==> src/rtl/lzrw1_pkg.sv <==
// lzrw1_pkg: shared types and constants for the LZRW1 group packer
package lzrw1_pkg;
  localparam logic [4:0] GROUP_SIZE = 5'd16;
  localparam logic [3:0] MIN_MATCH  = 4'd3;
  localparam int OFFSET_W = 12;
  localparam int LEN_W    = 4;
  typedef struct packed {
    logic       is_copy;
    logic [7:0] byte0;
    logic [7:0] byte1;
  } item_t;
  typedef enum logic [1:0] {COLLECT, EMIT_CTRL_LO, EMIT_CTRL_HI, EMIT_ITEMS} pack_state_t;
endpackage

==> src/rtl/lzrw1_item_encoder.sv <==
// lzrw1_item_encoder: maps one incoming item to its byte encoding, demoting illegal copies to literals
module lzrw1_item_encoder
  import lzrw1_pkg::*;
(
  input  logic                ctrl_bit,
  input  logic [7:0]          literal_byte,
  input  logic [OFFSET_W-1:0] offset,
  input  logic [LEN_W-1:0]    length,
  output item_t               item,
  output logic                illegal
);
  logic copy;
  assign illegal = ctrl_bit && (length < MIN_MATCH || offset == '0);
  assign copy    = ctrl_bit && !illegal;
  assign item    = '{is_copy: copy,
                     byte0:   copy ? {offset[11:8], length - 4'd1} : literal_byte,
                     byte1:   offset[7:0]};
endmodule

==> src/rtl/lzrw1_group_packer.sv <==
// lzrw1_group_packer: collects items into 16-item LZRW1 groups and streams them out byte by byte
module lzrw1_group_packer
  import lzrw1_pkg::*;
(
  input  logic                clock,
  input  logic                reset,
  input  logic                InValid,
  output logic                InReady,
  input  logic                ControlBit,
  input  logic [7:0]          LiteralByte,
  input  logic [OFFSET_W-1:0] Offset,
  input  logic [LEN_W-1:0]    Length,
  input  logic                Flush,
  output logic [7:0]          OutData,
  output logic                OutValid,
  input  logic                OutReady,
  output logic                OutLast,
  output logic                FlushDone,
  output logic                ProtocolErr,
  output logic [31:0]         TotalBytes
);
  pack_state_t state_q, state_d;
  logic [4:0]  count_q, count_d;
  logic [15:0] control_q, control_d;
  item_t       items_q [16];
  item_t       items_d [16];
  logic [3:0]  idx_q, idx_d;
  logic        half_q, half_d, flush_q, flush_d, flush_done_q, flush_done_d, err_q, err_d;
  logic [31:0] total_q, total_d;
  item_t       enc, cur;
  logic        illegal, accept, xfer, last_byte;

  lzrw1_item_encoder u_enc (
    .ctrl_bit     (ControlBit),
    .literal_byte (LiteralByte),
    .offset       (Offset),
    .length       (Length),
    .item         (enc),
    .illegal      (illegal)
  );

  assign cur       = items_q[idx_q];
  assign InReady   = state_q == COLLECT;
  assign OutValid  = !InReady;
  assign accept    = InValid && InReady;
  assign xfer      = OutValid && OutReady;
  // a copy occupies two bytes, so the group ends only on its second half
  assign last_byte = state_q == EMIT_ITEMS && {1'b0, idx_q} == count_q - 5'd1 && (!cur.is_copy || half_q);
  assign OutData   = state_q == EMIT_CTRL_LO ? control_q[7:0] :
                     state_q == EMIT_CTRL_HI ? control_q[15:8] :
                     state_q == EMIT_ITEMS   ? (half_q ? cur.byte1 : cur.byte0) : 8'h00;
  assign OutLast     = last_byte && flush_q;
  assign FlushDone   = flush_done_q;
  assign ProtocolErr = err_q;
  assign TotalBytes  = total_q;

  always_comb begin
    state_d      = state_q;
    count_d      = count_q;
    control_d    = control_q;
    items_d      = items_q;
    idx_d        = idx_q;
    half_d       = half_q;
    flush_d      = flush_q;
    flush_done_d = 1'b0;
    err_d        = err_q || (accept && illegal);
    total_d      = total_q + {31'd0, xfer};
    case (state_q)
      COLLECT: begin
        if (accept) begin
          items_d[count_q[3:0]]   = enc;
          control_d[count_q[3:0]] = enc.is_copy;
          count_d                 = count_q + 5'd1;
        end
        if ((accept && count_q == GROUP_SIZE - 5'd1) || (Flush && (accept || count_q != '0))) begin
          state_d = EMIT_CTRL_LO;
          flush_d = Flush;
          idx_d   = '0;
          half_d  = 1'b0;
        end else if (Flush) begin
          flush_done_d = 1'b1;
        end
      end
      EMIT_CTRL_LO: state_d = xfer ? EMIT_CTRL_HI : state_q;
      EMIT_CTRL_HI: state_d = xfer ? EMIT_ITEMS : state_q;
      default: begin
        if (xfer) begin
          if (cur.is_copy && !half_q) begin
            half_d = 1'b1;
          end else if (last_byte) begin
            state_d      = COLLECT;
            count_d      = '0;
            control_d    = '0;
            flush_d      = 1'b0;
            flush_done_d = flush_q;
          end else begin
            idx_d  = idx_q + 4'd1;
            half_d = 1'b0;
          end
        end
      end
    endcase
  end

  always_ff @(posedge clock or posedge reset) begin
    if (reset) begin
      state_q      <= COLLECT;
      count_q      <= '0;
      control_q    <= '0;
      items_q      <= '{default: '0};
      idx_q        <= '0;
      half_q       <= 1'b0;
      flush_q      <= 1'b0;
      flush_done_q <= 1'b0;
      err_q        <= 1'b0;
      total_q      <= '0;
    end else begin
      state_q      <= state_d;
      count_q      <= count_d;
      control_q    <= control_d;
      items_q      <= items_d;
      idx_q        <= idx_d;
      half_q       <= half_d;
      flush_q      <= flush_d;
      flush_done_q <= flush_done_d;
      err_q        <= err_d;
      total_q      <= total_d;
    end
  end
endmodule

==> config.mk <==
export PLATFORM = sky130hd
export DESIGN_NAME = lzrw1_group_packer
export DESIGN_NICKNAME = d
export VERILOG_FILES = /design/src/rtl/lzrw1_pkg.sv /design/src/rtl/lzrw1_item_encoder.sv /design/src/rtl/lzrw1_group_packer.sv
export SDC_FILE = /design/constraint.sdc
export NUM_CORES = 1
export LEC_CHECK = 0
export ABC_AREA = 1
export CORE_UTILIZATION = 40
export CTS_CLUSTER_DIAMETER = 40
export DETAILED_ROUTE_END_ITERATION = 8
export PLACE_DENSITY = 0.66
export SYNTH_ARGS = -nofsm -noshare
export SYNTH_HDL_FRONTEND = slang
export SYNTH_SLANG_ARGS = --single-unit
==> constraint.sdc <==
create_clock -name clock -period 12.86 [get_ports clock]
set_input_delay 3.858 -clock clock [delete_from_list [all_inputs] [get_ports clock]]
set_output_delay 3.858 -clock clock [all_outputs]
set_load 0.01 [all_outputs]
==> results.yml <==
routing:
  drc: 0
  drt_iter0_drc: 1399
  routedWlPerCell_microns: 18.3
  ant_nets: 0
  num_vias: 14341
  viasPerCell: 5.43
  wirelength_microns: 48300
  drtPass1Iterations: 6
grt:
  grt_pass1_vias: 13971
  grt_overflow: 0
  track_usage_pct: 23.5
  grt_pass1_wl_microns: 77500
  antenna_found_initial: 1
  grt_max_degree: 155
run:
  drv_cap: 0
sta:
  clock_skew_ns: 0.0101
  tns_ns: 0
  fmax_mhz: 119
  slew_headroom_pct: 8.10
  maxSlewViolCount: 0
  layout_min_cycle_time_ns: 8.39
  finalSetupViolations: 0
  finalWorstSetupSlack_ns: 4.47
  tightest_slew_ns: 1.37
  final.period_utilization_pct: 65.3
  finalHoldViolCount: 0
  grt_setup_unrepaired: "false"
pwr:
  p_comb_share_pct: 29.2
  p_int_mw: 2.60
  p_leak_nw: 8.86
  vdd_ir_drop_max_mv: 0.115
  clkPwrFrac_pct: 34.7
  switching_share_pct: 35.8
  switchingPower_mw: 1.45
  p_per_area_mw_per_mm2: 211
  p_seq_share_pct: 36.0
setup_path:
  reg2reg_slack_ns: 9.08
  crit_end: "OutData[3]"
  critical_path_class: "reg -> out"
  reg2reg_depth: 11
  worstReg2RegStart: "idx_q[2]"
  crit_required_ns: 9.00
  cp.arrival_ns: 4.54
  crit_start: "idx_q[2]"
  crit_fanout: 39
  start_kind: "register"
  r2r_end: "control_q[10]"
  crit_path_end_kind: "primary output"
outcome:
  outcome: "finished clean"
logic_synthesis:
  synth_cell_types: 41
  netlist_area_sq_mm: 0.0166
  synth_edf_count: 0
  yosysWarningCount: 0
  syn_avg_cell_area_sq_um: 8.02
  syn_inst: 2067
  ys_ff_latch: 335
  synth_flop_cell: "dfrtp_1"
  syn-num-nets: 2113
  yosysSeqAreaShare_pct: 50.6
  ys_async_sr_fraction_pct: 100
worst_hold_path:
  hp-class: "reg -> reg"
finish:
  nets: 2115
  layout-drive-gt1-share_pct: 7.35
  area_growth_pct: 15.8
  fillers: 3969
  diodes: 0
  multiInputGateArea_sq_mm: 0.00700
  register_area_sq_mm: 0.00839
clock_network:
  htree_levels: 2
  tritoncts: "done"
  path_clk_slew_ns: 0.05
  cts_setup_buffers: 0
  clock_path_buffers: 3
  cts_root_buffer: "clkbuf_16"
  numCtsBuffers: 51
  postCtsResizedCells: 0
  clk_latency_ns: 0.58
  cts_hold_buf: 0
  cts_sinks: 335
floorplanning:
  die-height_microns: 206
  io_pins: 75
  dieWidth_microns: 206
  rows: 74
  die_area_sq_mm: 0.0423
  start_util_pct: 40.6
  core-area_sq_mm: 0.0408
placement:
  place_ws_ns: 5.12
  port_buffers: 74
  gp_congestion: 0.871
  dp_hpwl_microns: 30100
==> sequential cells by signal, summed over array words and instances (netlist names) <==
register     flops
idx_q            4
control_q       16
state_q          2
items_q        272
TotalBytes      32
ProtocolErr      1
FlushDone        1
flush_q          1
count_q          5
half_q           1
==> synth_stat cells (4+ instances only) <==
library cell | n | area, sq um
nand2_1 | 480 | 1800
dfrtp_1 | 335 | 8380
o21ai_0 | 320 | 1600
nand3_1 | 205 | 1030
nor2_1 | 195 | 732
inv_1 | 127 | 477
clkbuf_1 | 78 | 293
o211ai_1 | 55 | 413
a21oi_1 | 44 | 220
buf_2 | 40 | 200
o21ai_1 | 23 | 115
xor2_1 | 21 | 184
ha_1 | 16 | 200
xnor2_1 | 16 | 140
nand3_2 | 12 | 120
buf_4 | 11 | 82.6
inv_2 | 11 | 41.3
nand4_1 | 9 | 56.3
nor2_2 | 8 | 50.1
nor4_1 | 7 | 43.8
nor3_1 | 6 | 30.0
or2_1 | 6 | 37.5
or2_2 | 6 | 37.5
clkinv_1 | 5 | 18.8
buf_6 | 4 | 45.0
nand2_2 | 4 | 25.0
==> cell type report <==
type | count | area share, %
Clock buffer | 66 | 7.53
Inverter | 144 | 2.85
Timing Repair Buffer | 87 | 4.43
Multi-Input combinational cell | 1450 | 36.4
Sequential cell | 335 | 43.7
Clock inverter | 26 | 1.60
Tap cell | 532 | 3.47
==> routing by layer <==
metal | vias up | GRT usage (%) | part of all wire (%)
met5 | - | 0 | 0.025
met4 | 2 | 9.34 | 3.3
met3 | 116 | 4.39 | 7.3
met2 | 543 | 36.8 | 45
met1 | 6886 | 32.1 | 44
li1 | 6794 | - | -
==> metrics by stage <==
stage	cell area, sq um	utilization [%]	std cells	power, mW	hold slack (ns)
after detailed placement	17400	42.7	2548	2.64	0.459
final	19200	47.0	2640	4.05	0.472
after floorplan	16600	-	2067	2.30	0.441
after CTS	19200	47.0	2640	4.06	0.474
after global routing	19200	47.0	2640	4.30	0.484
after global placement	17400	42.7	2548	2.61	0.457
==> power groups by stage <==
stage | combinational [mW] | sequential [mW] | clock, mW
floorplan | 0.894 | 1.41 | 0
global placement | 1.15 | 1.46 | 0
detailed placement | 1.17 | 1.47 | 0
CTS | 1.18 | 1.46 | 1.43
global route | 1.34 | 1.49 | 1.47
finish | 1.18 | 1.46 | 1.41
==> critical path, stage by stage, from the launching register on <==
cell and delay (ns):
dfrtp_1 0.32, buf_4 0.48, clkinv_1 1.24, o211ai_1 0.49, nand3_1 0.16, nand3_1 0.21, nand3_1 0.23, a21oi_1 0.24
clkdlybuf4s50_1 0.56
==> cell usage in the layout (no fill, tap or decap), types with 7 or more instances in the layout <==
| cell type | Yosys | final |
|---|---|---|
| a21oi_1 | 44 | 44 |
| buf_4 | 11 | 12 |
| clkbuf_16 | 0 | 53 |
| clkbuf_8 | 0 | 7 |
| clkdlybuf4s50_1 | 0 | 74 |
| clkinvlp_4 | 0 | 8 |
| dfrtp_1 | 335 | 333 |
| ha_1 | 16 | 16 |
| inv_1 | 127 | 126 |
| inv_2 | 11 | 11 |
| nand2_1 | 480 | 480 |
| nand3_1 | 205 | 205 |
| nand3_2 | 12 | 12 |
| nand4_1 | 9 | 9 |
| nor2_1 | 195 | 195 |
| nor2_2 | 8 | 8 |
| nor4_1 | 7 | 7 |
| o211ai_1 | 55 | 55 |
| o21ai_0 | 320 | 320 |
| o21ai_1 | 23 | 23 |
| xnor2_1 | 16 | 16 |
| xor2_1 | 21 | 21 |
==> worst min path at each step <==
stage               depth (start not counted)  slack (ns)     endpoint        start
CTS                                         2        0.47      flush_q      flush_q
global placement                            2        0.46      flush_q      flush_q
detailed placement                          1        0.46  ProtocolErr  ProtocolErr
floorplan                                   2        0.44      flush_q      flush_q
global route                                2        0.48      flush_q      flush_q
finish                                      2        0.47  items_q[26]  items_q[26]
==> cells by family after synthesis <==
family | count (synthesis) | synth area share, %
AO/OA/AOI/OAI | 448 | 14.5
XOR/XNOR | 37 | 1.96
adder cells (fa/ha/maj) | 16 | 1.21
buffers and inverters | 282 | 7.21
flip-flops | 335 | 50.6
AND/OR/NAND/NOR | 949 | 24.5
No activity file was read; power rests on OpenSTA's default activity.
